File: src/rtl/qif_pkg.sv
// Shared QIF definitions: datapath width, neuron thresholds, synapse FSM states and saturation.
package qif_pkg;
    localparam int QIF_W   = 8;
    localparam int V_RESET = -20;
    localparam int V_TH    = 50;

    typedef enum logic {
        READY   = 1'b0,
        REFRACT = 1'b1
    } syn_state_t;

    // Clamp x to the two's complement range of a w-bit word.
    function automatic int sat_w(input int x, input int unsigned w);
        int v_max;
        int v_min;
        v_max = (1 <<< (w - 1)) - 1;
        v_min = -(1 <<< (w - 1));
        if (x > v_max) begin
            return v_max;
        end else if (x < v_min) begin
            return v_min;
        end
        return x;
    endfunction
endpackage

File: src/rtl/qif_tick_prescaler.sv
// Decay-tick prescaler: modulo-PRESCALE counter, frozen and silent while disabled.
module qif_tick_prescaler #(
    parameter int unsigned PRESCALE = 16
) (
    input  logic i_clk,
    input  logic i_rst_n,
    input  logic i_ena,
    output logic o_tick
);
    localparam int unsigned   CW   = $clog2(PRESCALE);
    localparam logic [CW-1:0] LAST = CW'(PRESCALE - 1);

    logic [CW-1:0] r_cnt;
    logic          w_last;

    assign w_last = (r_cnt == LAST);

    always_ff @(posedge i_clk or negedge i_rst_n) begin
        if (!i_rst_n) begin
            r_cnt <= '0;
        end else if (i_ena) begin
            r_cnt <= w_last ? '0 : r_cnt + 1'b1;
        end
    end

    assign o_tick = i_ena & w_last;
endmodule

File: src/rtl/qif_synapse_current.sv
// QIF synaptic current: synchronised spike edge detect, refractory FSM and
// saturating exponential-decay current register feeding the neuron.
module qif_synapse_current
    import qif_pkg::*;
#(
    parameter int unsigned W             = QIF_W,
    parameter int unsigned PRESCALE      = 16,
    parameter int unsigned REFRACT_TICKS = 4,
    parameter int unsigned SYNC_STAGES   = 2
) (
    input  logic                clk,
    input  logic                rst_n,
    input  logic                ena,
    input  logic                spike_in,
    input  logic signed [W-1:0] weight,
    input  logic        [2:0]   tau_shift,
    output logic signed [W-1:0] i_syn,
    output logic                tick,
    output logic                accepted,
    output logic                refractory
);
    localparam int unsigned    RCW      = (REFRACT_TICKS > 1) ? $clog2(REFRACT_TICKS) : 1;
    localparam logic [RCW-1:0] REF_LAST = RCW'((REFRACT_TICKS > 0) ? REFRACT_TICKS - 1 : 0);

    logic [SYNC_STAGES-1:0] r_sync;
    logic                   r_prev;
    logic                   w_edge;
    logic                   w_tick;
    logic                   w_add;
    syn_state_t             r_state;
    syn_state_t             w_state_nxt;
    logic [RCW-1:0]         r_refcnt;
    logic [RCW-1:0]         w_refcnt_nxt;
    logic signed [W-1:0]    r_isyn;
    logic signed [W-1:0]    w_shr;
    logic signed [W-1:0]    w_decay;
    logic signed [W+1:0]    w_sum;
    logic signed [W-1:0]    w_sat;

    qif_tick_prescaler #(
        .PRESCALE(PRESCALE)
    ) u_prescaler (
        .i_clk   (clk),
        .i_rst_n (rst_n),
        .i_ena   (ena),
        .o_tick  (w_tick)
    );

    // Synchroniser and edge history run regardless of ena so that a level
    // already high when ena rises is not mistaken for a new event.
    always_ff @(posedge clk or negedge rst_n) begin
        if (!rst_n) begin
            r_sync <= '0;
            r_prev <= 1'b0;
        end else begin
            r_sync <= {r_sync[SYNC_STAGES-2:0], spike_in};
            r_prev <= r_sync[SYNC_STAGES-1];
        end
    end

    assign w_edge = ena & r_sync[SYNC_STAGES-1] & ~r_prev;

    always_ff @(posedge clk or negedge rst_n) begin
        if (!rst_n) begin
            r_state  <= READY;
            r_refcnt <= '0;
        end else if (ena) begin
            r_state  <= w_state_nxt;
            r_refcnt <= w_refcnt_nxt;
        end
    end

    always_comb begin
        w_state_nxt  = r_state;
        w_refcnt_nxt = r_refcnt;
        w_add        = 1'b0;
        case (r_state)
            READY: begin
                if (w_edge) begin
                    w_add = 1'b1;
                    if (REFRACT_TICKS > 0) begin
                        w_state_nxt  = REFRACT;
                        w_refcnt_nxt = '0;
                    end
                end
            end
            REFRACT: begin
                if (w_tick) begin
                    if (r_refcnt == REF_LAST) begin
                        w_state_nxt = READY;
                    end else begin
                        w_refcnt_nxt = r_refcnt + 1'b1;
                    end
                end
            end
            default: w_state_nxt = READY;
        endcase
    end

    // Decay and add share one W+2 bit sum so a coincident tick and spike saturate once.
    always_comb begin
        w_shr   = r_isyn >>> tau_shift;
        w_decay = w_shr;
        if (w_shr == '0 && r_isyn != '0) begin
            w_decay = r_isyn[W-1] ? '1 : W'(1);
        end
        w_sum = (W+2)'(r_isyn);
        if (w_tick) begin
            w_sum = w_sum - (W+2)'(w_decay);
        end
        if (w_add) begin
            w_sum = w_sum + (W+2)'(weight);
        end
        w_sat = W'(sat_w(int'(w_sum), W));
    end

    always_ff @(posedge clk or negedge rst_n) begin
        if (!rst_n) begin
            r_isyn <= '0;
        end else if (ena) begin
            r_isyn <= w_sat;
        end
    end

    assign i_syn      = r_isyn;
    assign tick       = w_tick;
    assign accepted   = w_add;
    assign refractory = (r_state == REFRACT);
endmodule
File: config.mk
export PLATFORM = sky130hd
export DESIGN_NAME = qif_synapse_current
export DESIGN_NICKNAME = d
export VERILOG_FILES = /design/src/rtl/qif_pkg.sv /design/src/rtl/qif_tick_prescaler.sv /design/src/rtl/qif_synapse_current.sv
export SDC_FILE = /design/constraint.sdc
export NUM_CORES = 1
export LEC_CHECK = 0
export ABC_CLOCK_PERIOD_IN_PS = 6000
export BUFFER_PORTS_ARGS = -buffer_cell sky130_fd_sc_hd__buf_2
export CELL_PAD_IN_SITES_DETAIL_PLACEMENT = 1
export CELL_PAD_IN_SITES_GLOBAL_PLACEMENT = 1
export CORE_MARGIN = 2
export CORE_UTILIZATION = 44
export CTS_BUF_LIST = sky130_fd_sc_hd__clkbuf_16
export DETAILED_ROUTE_END_ITERATION = 10
export GPL_TIMING_DRIVEN = 0
export PLACE_DENSITY = 0.84
export SLEW_MARGIN = 20
export SYNTH_ARGS = -nofsm -noshare
export SYNTH_HDL_FRONTEND = slang
export SYNTH_SLANG_ARGS = --single-unit
File: constraint.sdc
create_clock -name clk -period 6 [get_ports clk]
set_input_delay 0.9 -clock clk [delete_from_list [all_inputs] [get_ports clk]]
set_output_delay 0.9 -clock clk [all_outputs]
set_load 0.01 [all_outputs]
==> results.md <==
- Tightest Hold Check Type: flip-flop to flip-flop
- Final min period: between 5 and 6 ns
- Yosys reg bits: 18
- Slew Limit Fails: 0
- Yosys top cell by area: dfrtp_1
- Power per cell area: between 400 and 500 nW/µm²
- Num CTS Buffers: 3
- Routability congestion estimate: between 0.8 and 0.9
- Final setup viols: 0
- Status: complete, no violations
- Detailed-route wire length per cell: between 15 and 20 µm
- Unrepaired setup endpoints after global routing: false
- Hold-fix buffers, CTS: 0
- Max cap viols: 0
- Register area share after synthesis: 0.2217
- Vias: 2003
- Layout area overhead: 12.99%
- Worst Setup End Kind: flip-flop
- Mapped Cells: ~240
- CTS max path bufs: 2
- DRT iter0 DRCs: 87
- Synth async-reset ratio: 1.000
- Layout filler cell count: 542
- Mapped Area: about 2000 µm²
- Main synth FF type: dfrtp_1
- Post-Syn Nets: about 280
- Antenna cell count: 0
- Worst R2R Start: i_syn[5]
- Die height: about 72 µm
- DRT antenna net count: 0
- Clock slew at reported path FFs: 0.05 ns
- Grt total ovfl: 0
- Least-Margin Pin Slew: 0.5481 ns
- NumNets Final: slightly above 300
- Setup crit start kind: input pin
- Final hold vios: 0
- Post-synth top area share: 0.2217
- Vias in the first global route: about 2000
- Die Wd: between 70 and 80 µm
- Initial Util: 0.4603
- Maximum fanout along the worst path: 10
- CTS tree: yes
- Drt drc: 0
- Top post-synthesis cells by area: dfrtp_1 22%, ha_1 11%, o21ai_0 5.7%, a21oi_1 4.7%, nand2_1 3.7%
- Max Fclk: 0.1819 GHz
- DRT Wirelength: between 5 and 6 mm
- CTS root buf: clkbuf_16
- Post-CTS Setup Inserts: 0
- Die Area: between 5000 and 6000 µm²
- Max VDD drop: 0.1685 mV
- Arrival @ worst endpoint: 5.61 ns
- Fin util: 0.5201
- Core ar.: 4414 µm²
- CTS sink count: 18
- Yosys cell types: 56
- Row count: 24
- First-pass GRT wire length: between 9 and 10 mm
- Initial antenna violation count: 0
- Max Clock Skew: 0.002452 ns
- Pin count of the biggest net entering global routing: 19
- Ys Warns: 0
- Vias/cell: roughly 6.2
- Overall routing resource usage: 0.2314
- Leakage: ~0.99 nW
- H-tree Lvls: 1
- Slew headroom: 0.6346
- Clock latency on the worst-skew pair: between 0.2 and 0.3 ns
- Top Ports: 26
- WS Path Type: input pin to flip-flop
- CP Launch Point: tau_shift[1]
- Syn_area_per_cell: roughly 8.4 µm²
- Min-delay src: r_sync[0]
- Worst EP required: 6.11 ns
- DRT Pass-1 Iters: 4
- Port bufs: 24
- DPL Wire Length: between 4 and 5 mm
- Setup_tns: 0 ns
- Resized cells post-CTS: 0
- Fin crit share: 0.9163
- Post-synth EDFFs: 0
- Layout cells sized above 1: 0.1852
-- registers in the layout, summed over array words and instances (netlist names) --
name,count
r_refcnt,2
r_sync,2
r_prev,1
u_prescaler.r_cnt,4
refractory,1
i_syn,8
-- cell usage in the layout (no fill, tap or decap), types with 4 or more instances in the layout --
cell,count
buf_2,25
o21ai_0,23
nand2_1,20
a21oi_1,19
ha_1,18
dfrtp_1,18
nor2_1,15
inv_1,14
nor3_1,12
o21a_1,7
mux2_2,6
mux2i_1,6
clkbuf_1,5
nor2b_1,5
nand3_1,5
a211oi_1,4
nor3b_1,4
o31ai_1,4
a31oi_1,4
xnor2_1,4
-- worst paths after layout --
check / slack [ns] / cells after the start / end
hold reg to reg: 0.37 / 0 / r_sync[1]
hold / removal: 0.37 / 0 / r_sync[1]
min in group asynchronous: 0.57 / 1 / r_sync[1]
setup reg to reg: 0.89 / 20 / i_syn[3]
max in group asynchronous: 5.14 / 1 / i_syn[2]
setup / recovery: 0.50 / 22 / i_syn[3]
-- critical path, stage by stage --
cell,delay [ns]
buf_2,0.09
buf_2,0.24
mux4_2,0.23
nor2_1,0.04
a21oi_1,0.23
inv_1,0.10
and4_1,0.16
a31o_2,0.25
ha_1,0.21
fa_1,0.40
and2b_2,0.25
o2111ai_1,0.14
nand3b_1,0.14
xor2_1,0.11
a21bo_2,0.24
ha_1,0.37
o21ai_0,0.11
nor2_1,0.35
o22a_1,0.24
o221ai_1,0.28
o21ai_0,0.37
o21ai_0,0.15
-- metal layers --
metal | routed length (µm) | part of all wire | vias up | global-route usage
met2 | 2698 | 0.49 | 36 | 0.4105
met1 | 2484 | 0.45 | 983 | 0.2957
li1 | - | - | 971 | -
met5 | 0 | 0 | - | 0
met4 | 155 | 0.028 | 0 | 0.08595
met3 | 129 | 0.024 | 13 | 0.01667
-- stage by stage --
| step | total power [W] | hold WS [ns] | instance area (µm²) | worst slack, ns | instances |
|---|---|---|---|---|---|
| after detailed placement | 0.0008880 | 0.3582 | 2217 | 0.2389 | 318 |
| after floorplan | 0.0007140 | 0.3312 | 2032 | 1.097 | 242 |
| after CTS | 0.001034 | 0.3705 | 2296 | 0.4991 | 322 |
| after global routing | 0.001132 | 0.3838 | 2296 | 0.08752 | 322 |
| final | 0.001031 | 0.3708 | 2296 | 0.5025 | 322 |
| after global placement | 0.0008568 | 0.3333 | 2217 | 0.4091 | 318 |
-- cells in the mapped netlist (2+ instances only) --
library cell / count
nand4_1: 2
o21ai_0: 23
buf_6: 2
a21oi_1: 19
inv_1: 14
a32oi_1: 2
clkbuf_1: 5
o221ai_1: 3
nor3_1: 12
fa_1: 2
a31oi_1: 4
nor2_1: 15
o31ai_1: 4
nor2b_1: 5
inv_2: 2
dfrtp_1: 18
o21a_1: 7
a22o_1: 2
mux4_2: 2
a211oi_1: 4
o2111ai_1: 2
ha_1: 18
nand3_1: 5
nor3b_1: 4
xor2_1: 3
nand2_1: 20
mux2_2: 6
xnor2_1: 4
mux2i_1: 6
-- report_power, final --
| group | total [W] | leakage, nW | switching (W) | internal (W) |
|---|---|---|---|---|
| Clock | 0.000135 | 0.0385 | 0.0000463 | 0.0000887 |
| Combinational | 0.000656 | 0.749 | 0.000368 | 0.000288 |
| Sequential | 0.000239 | 0.207 | 0.0000745 | 0.000165 |
| Total | 0.00103 | 0.994 | 0.000489 | 0.000542 |
-- cells by family after synthesis --
group | count (synthesis) | synth area share
compound gates | 84 | 0.2839
xor+xnor | 7 | 0.03017
fa+ha+maj | 20 | 0.1305
buf+inv | 25 | 0.05480
flops | 18 | 0.2217
mux | 14 | 0.08497
simple gates | 74 | 0.1940
-- final cells by class --
type | instances | area (µm²) | share of cell area
clock inverter | 1 | 3.754 | 0.001635
buffer | 8 | 46.29 | 0.02016
multi-input combinational | 199 | 1470 | 0.6403
clock buffer | 3 | 75.07 | 0.03270
inverter | 17 | 65.06 | 0.02834
timing repair buffer | 24 | 120.1 | 0.05232
sequential | 18 | 450.4 | 0.1962
tap | 52 | 65.06 | 0.02834
(Power assumes the default switching activity.)
